### src/rtl/pa_fpu_frbus_wb.sv
// FPU writeback buffer between the EX2 stage and the FP register-file write port.
// Queues EX2 results (data, fflags, destination) in a small FIFO. Drains the head
// to the register file with a valid/ack handshake. Asserts a registered stall
// toward EX1 while keeping one slot in reserve. Accumulates sticky fflags as each
// entry retires.
module pa_fpu_frbus_wb #(
  parameter int DEPTH  = 2,
  parameter int DATA_W = 32
) (
  input  logic              forever_cpuclk,
  input  logic              cpurst,
  input  logic [DATA_W-1:0] dp_frbus_ex2_data,
  input  logic [4:0]        dp_frbus_ex2_fflags,
  input  logic              ex2_inst_wb,
  input  logic [4:0]        ctrl_frbus_ex2_dst_reg,
  input  logic              rf_frbus_wb_ack,
  output logic              frbus_rf_wb_vld,
  output logic [DATA_W-1:0] frbus_rf_wb_data,
  output logic [4:0]        frbus_rf_wb_reg,
  output logic              frbus_ctrl_stall,
  output logic              frbus_ctrl_empty,
  input  logic              cp0_fpu_fflags_wen,
  input  logic [4:0]        cp0_fpu_fflags_wdata,
  output logic [4:0]        fpu_cp0_fflags,
  output logic              frbus_ovf_err
);

  localparam int AW = $clog2(DEPTH);
  localparam int CW = AW + 1;

  typedef struct packed {
    logic [DATA_W-1:0] data;
    logic [4:0]        fflags;
    logic [4:0]        dst;
  } entry_t;

  entry_t        mem [DEPTH];
  entry_t        head;
  logic [AW-1:0] wr_ptr;
  logic [AW-1:0] rd_ptr;
  logic [CW-1:0] count;
  logic [CW-1:0] count_next;
  logic          full;
  logic          push;
  logic          pop;
  logic          push_acc;
  logic          ovf;
  logic [4:0]    fflags_next;

  assign head     = mem[rd_ptr];
  assign full     = (count == CW'(DEPTH));
  assign push     = ex2_inst_wb;
  // An ack is meaningful only while a head entry is being presented.
  assign pop      = frbus_rf_wb_vld & rf_frbus_wb_ack;
  // A full FIFO still accepts a push when the head retires in the same cycle.
  assign push_acc = push & (~full | pop);
  assign ovf      = push & full & ~pop;

  // Head outputs read zero while empty so that stale storage is never exposed.
  assign frbus_rf_wb_vld  = (count != '0);
  assign frbus_ctrl_empty = (count == '0);
  assign frbus_rf_wb_data = frbus_rf_wb_vld ? head.data : '0;
  assign frbus_rf_wb_reg  = frbus_rf_wb_vld ? head.dst  : '0;

  // Next occupancy from the accepted push and the retiring pop.
  always_comb begin
    // NOTE: every always_comb output gets a default first so no path can infer a latch.
    count_next = count;
    case ({push_acc, pop})
      2'b10:   count_next = count + CW'(1);
      2'b01:   count_next = count - CW'(1);
      default: count_next = count;
    endcase
  end

  // Sticky flag update: a CSR write replaces the image, and the retiring entry's flags are always ORed in.
  always_comb begin
    fflags_next = fpu_cp0_fflags;
    if (cp0_fpu_fflags_wen) fflags_next = cp0_fpu_fflags_wdata;
    if (pop)                fflags_next = fflags_next | head.fflags;
  end

  // Entry storage is written on an accepted push.
  // NOTE: the storage array has no reset; the count gates every read, so an entry is never observed before it is written.
  always_ff @(posedge forever_cpuclk) begin
    if (push_acc) begin
      mem[wr_ptr] <= '{data:   dp_frbus_ex2_data,
                       fflags: dp_frbus_ex2_fflags,
                       dst:    ctrl_frbus_ex2_dst_reg};
    end
  end

  // Pointers, occupancy, registered stall, sticky flags and overflow error.
  always_ff @(posedge forever_cpuclk or posedge cpurst) begin
    if (cpurst) begin
      wr_ptr           <= '0;
      rd_ptr           <= '0;
      count            <= '0;
      frbus_ctrl_stall <= 1'b0;
      fpu_cp0_fflags   <= '0;
      frbus_ovf_err    <= 1'b0;
    end else begin
      // NOTE: state registers use non-blocking assignments so that every update here sees pre-edge values.
      if (push_acc) wr_ptr <= wr_ptr + AW'(1);
      if (pop)      rd_ptr <= rd_ptr + AW'(1);
      count            <= count_next;
      // Stall one entry early: an instruction already past EX1 still finds a free slot.
      frbus_ctrl_stall <= (count_next >= CW'(DEPTH - 1));
      fpu_cp0_fflags   <= fflags_next;
      if (ovf) frbus_ovf_err <= 1'b1;
    end
  end

endmodule

### config.mk
export PLATFORM = sky130hd
export DESIGN_NAME = pa_fpu_frbus_wb
export DESIGN_NICKNAME = d
export VERILOG_FILES = /design/src/rtl/pa_fpu_frbus_wb.sv
export SDC_FILE = /design/constraint.sdc
export NUM_CORES = 1
export LEC_CHECK = 0
export CAP_MARGIN = 20
export CORE_MARGIN = 2
export CORE_UTILIZATION = 40
export CTS_BUF_LIST = sky130_fd_sc_hd__clkbuf_2 sky130_fd_sc_hd__clkbuf_4 sky130_fd_sc_hd__clkbuf_8
export CTS_CLUSTER_DIAMETER = 60
export DETAILED_ROUTE_END_ITERATION = 12
export MAX_ROUTING_LAYER = met4
export PLACE_DENSITY = 0.68
export SYNTH_ARGS = -nofsm -noshare
export SYNTH_HDL_FRONTEND = slang
export SYNTH_SLANG_ARGS = --single-unit
### constraint.sdc
create_clock -name forever_cpuclk -period 3.3 [get_ports forever_cpuclk]
set_input_delay 0.66 -clock forever_cpuclk [delete_from_list [all_inputs] [get_ports forever_cpuclk]]
set_output_delay 0.66 -clock forever_cpuclk [all_outputs]
set_load 0.02 [all_outputs]
; Word level (Yosys, flattened, before mapping)
; Memories as Yosys holds them, arrays and structs flattened.
; Index checks and enable logic that the tools add are counted.
[word_totals]
reg_bits = 11
mem_bits_rw = 84
in_bits = 52
out_inout_bits = 46
elab_cells = 32
memories = 1
[mem_list]
columns = name, words, width, read_ports, rd_clocked_by_memory_dff, write_ports, line
row1 = mem, 2, 42, 1, 0, 1, 37  ; entry_t mem [DEPTH];
[classes]
addsub = 4
magnitude_cmp = 1
eq_ne = 3
mux = 7
bitwise_logic = 8
n_reduce_logical = 2
[ops]
columns = op, count
row1 = $mux 32, 1
row2 = $mux 5, 3
row3 = $or 5x5->5, 1
row4 = $and 1x1->1, 4
row5 = $eq 2x2->1 const B, 2
row6 = $pmux 2 s2, 1
row7 = $add 1x1->1 const B, 2
row8 = $add 2x1->2 const B, 1
row9 = $eq 2x1->1 const B, 1
row10 = $ge 2x1->1 const B, 1
row11 = $logic_not 2->1, 1
row12 = $mux 1, 2
row13 = $not 1->1, 2
row14 = $reduce_bool 2->1, 1
row15 = $sub 2x1->2 const B, 1
row16 = $or 1x1->1, 1

; Longest topological paths before layout
[depth]
depth_word = 7
depth_mapped = 5

; Worst setup path after synthesis
; Ideal clock, no wire load.
[synth_timing]
path_type = input to register
from = input rf_frbus_wb_ack
to = memory mem[0][0] (netlist name), enable pin
setup_time_ps = 442
arrival_ps = 2612
required_ps = 2858
slack_ps = 246
path_stages = 3
path_buffers = 0
path_cell_list = or3b_1 > nand2_2 > nor2_1
[synth_via]
elab_chain_cells = 5
[synth_rtl]
columns = item, line
row1 = "start, declared", 16  ; input logic rf_frbus_wb_ack,
row2 = $and 1x1->1, 54  ; assign pop = frbus_rf_wb_vld & rf_frbus_wb_ack;
row3 = $or 1x1->1, 56  ; assign push_acc = push & (~full | pop);
row4 = $and 1x1->1, 56
row5 = $mux 1, 86  ; if (push_acc) begin
row6 = $mux 1 (not written as such), 87  ; mem[wr_ptr] <= '{data: dp_frbus_ex2_data,
row7 = "end, declared", 37
; Every way passes these cells.

; Final worst setup path
[layout_timing]
from = register rd_ptr
to = output frbus_rf_wb_data[6]
[layout_via]
elab_chain_cells = 2
[layout_rtl]
columns = item, line
row1 = "start, declared", 40  ; logic [AW-1:0] rd_ptr;
row2 = "start signal, assigned", 105  ; if (pop) rd_ptr <= rd_ptr + AW'(1);
row3 = $mem_v2 2x42, n/a
row4 = $mux 32, 62  ; assign frbus_rf_wb_data = frbus_rf_wb_vld ? head.data : '0;
row5 = "end, declared", 18  ; output logic [DATA_W-1:0] frbus_rf_wb_data,
; Every way passes these cells.

==> results_dict.tcl <==
set metrics [dict create \
    antenna_found_initial 0 \
    synth_top_area_share_pct 68.5 \
    leakage_nw 1.84 \
    ff2ff_path_depth 4 \
    grt_max_degree 43 \
    peakVddDrop_v 0.000490 \
    worst_pin_slew_ns 1.01 \
    cts_resized 0 \
    drc_errors 0 \
    fmax_mhz 355 \
    drive_gt1_share_pct 7.90 \
    die_y_um 99.9 \
    avgSynthCellArea_um2 16.6 \
    die_w_um 99.9 \
    timing.final.crit_share_pct 85.4 \
    drtPass1Iterations 4 \
    numPortBuffers 97 \
    num_vias 2078 \
    fp.coreArea_mm2 0.00881 \
    crit_arrival_ns 2.16 \
    cp.required_ns 2.64 \
    cts_tree "built" \
    grt-ovfl-total 0 \
    numCtsBuffers 9 \
    r2r_end "mem[0][36]" \
    setup_viol 0 \
    slew_viol_final 0 \
    dieArea_mm2 0.00998 \
    worstSetupPathType "flip-flop to primary output" \
    drt_iter0_drc 49 \
    outcome "finished, final reports clean" \
    hp-start "frbus_ovf_err" \
    crit_path_max_fanout 15 \
    area.growth.synth_to_final_pct 34.2 \
    hold_end "frbus_ovf_err" \
    skew_ns 0.00926 \
    clk_pin_slew_ns 0.09 \
    mostFrequentLayoutCell "clkdlybuf4s50_1" \
    rsz0062_at_grt "false" \
    period_minus_slack_ns 2.82 \
    pin_count 98 \
    start_util_pct 41.8 \
    first_global_vias 2090 \
    rows 34 \
    hpwl_mm 4.50 \
    min_path_type "flip-flop to flip-flop" \
    syn_nets 274 \
    synth_warnings 0 \
    synth_top_area_cell "edfxtp_1" \
    ys_ff_latch 95 \
    cts-htree-levels 3 \
    min_path_cells 2 \
    syn_inst 222 \
    post_drt_wl_per_cell_um 15.1 \
    power_density_mw_per_mm2 879 \
    startpoint_type "flip-flop" \
    dp_cells 422 \
    nNetsFinal 377 \
    layout.cells.non_filler 437 \
    antenna_cells 0 \
    cts_hold_buf 0 \
    clock-root-buffer "clkbuf_8" \
    fin_tns_setup_ns 0 \
    yosys.cell_types.count 24 \
    ys_seq_area_share_pct 76.0 \
    synth_area_mm2 0.00368 \
    via_per_inst 4.76 \
    final_cell_mix "clkdlybuf4s50_1 (97), edfxtp_1 (84), mux2i_1 (47)" \
    ctsLongestPathBuffers 2 \
    maxSlewHeadroom_pct 32.3 \
    gr-usage-all-layers_pct 14.0 \
    insertion_delay_ns 0.34 \
    antenna_left 0 \
    synth_area_leaders "edfxtp_1 (69%), mux2i_1 (13%), dfrtp_1 (7.5%), nor2_1 (4.1%), buf_6 (1.2%)" \
    wl_mm 6.60 \
    r2r-start "count[1]" \
    grt_pass1_wl_mm 10.3 \
    hold_viol 0 \
    ff2ff_setup_slack_ns 1.31 \
    clock-sinks 95 \
    gp_congestion 0.717 \
    postCtsSetupBuffers 0 \
    worst_setup_path_end_kind "primary output" \
    drv_cap 0 \
]
[cell usage after synthesis]
master    instances
and3_2            1
edfxtp_1         84
a22oi_1           1
buf_1             1
buf_6             4
inv_1             5
mux2i_1          47
o31ai_1           1
or2_2             1
buf_2             3
nand2b_1          1
xnor2_1           2
nand2b_4          1
a21oi_1           4
nand2_2           1
or3b_1            1
buf_4             3
dfrtp_1          11
or2_4             1
xor2_1            1
nand2_1           2
o21ai_0           5
nor3_1            1
nor2_1           40
[cell type report]
cell class / count / area, um2
repair buffers: 103 / 1020
clock buffers: 9 / 124
fillers: 704 / 3870
flip-flops and latches: 95 / 2800
multi-input cells: 111 / 785
well taps: 108 / 135
clock inverters: 6 / 61.3
inverters: 5 / 18.8
[flip-flops by register name (all words and copies together), names as in the netlist]
register          flops
rd_ptr                1
mem                  84
count                 2
frbus_ctrl_stall      1
frbus_ovf_err         1
fpu_cp0_fflags        5
wr_ptr                1
[critical path, stage by stage, from the launching register on]
cell             delay [ns]
dfrtp_2                0.57
buf_4                  0.34
mux2i_1                0.13
nor2_1                 0.14
clkdlybuf4s50_1        0.63
[layer usage]
| layer | global-route usage (%) | wire (um) | vias up |
|---|---|---|---|
| met5 | - | 0 | - |
| met4 | 5.90 | 123 | 0 |
| met3 | 2.58 | 357 | 8 |
| met2 | 22.5 | 3270 | 63 |
| met1 | 17.7 | 2850 | 995 |
| li1 | - | - | 1012 |
[worst max path at each step]
stage | end | from
final | frbus_rf_wb_data[6] | rd_ptr
after detailed placement | mem[0][38] | rf_frbus_wb_ack
after global routing | frbus_rf_wb_data[6] | rd_ptr
after CTS | frbus_rf_wb_data[6] | rd_ptr
after floorplan | mem[0][0] | rf_frbus_wb_ack
after global placement | mem[0][2] | rf_frbus_wb_ack
[where the power goes]
part	total, W	switching, W	internal, W	leakage (nW)
logic	0.00189	0.00102	0.000868	0.849
clock network	0.000723	0.000379	0.000344	0.0868
registers	0.00173	0.000114	0.00161	0.906
[cells by family after synthesis]
group / Yosys count / synth area share (%)
compound gates: 11 / 1.63
buf+inv: 16 / 2.86
flops: 95 / 76.0
xor+xnor: 3 / 0.714
mux: 47 / 12.8
simple gates: 50 / 5.98
[per-stage QoR]
step	setup WS, ns	utilization (%)	hold slack, ns	cell area [um2]	power (W)
floorplan	0.246	-	0.459	3680	0.00285
global placement	0.494	54.0	0.455	4750	0.00365
detailed placement	0.454	54.0	0.460	4750	0.00367
CTS	0.454	56.1	0.482	4940	0.00439
global route	0.384	56.1	0.524	4940	0.00457
finish	0.481	56.1	0.478	4940	0.00434
Note: power is estimated with default switching activity, not from simulation.
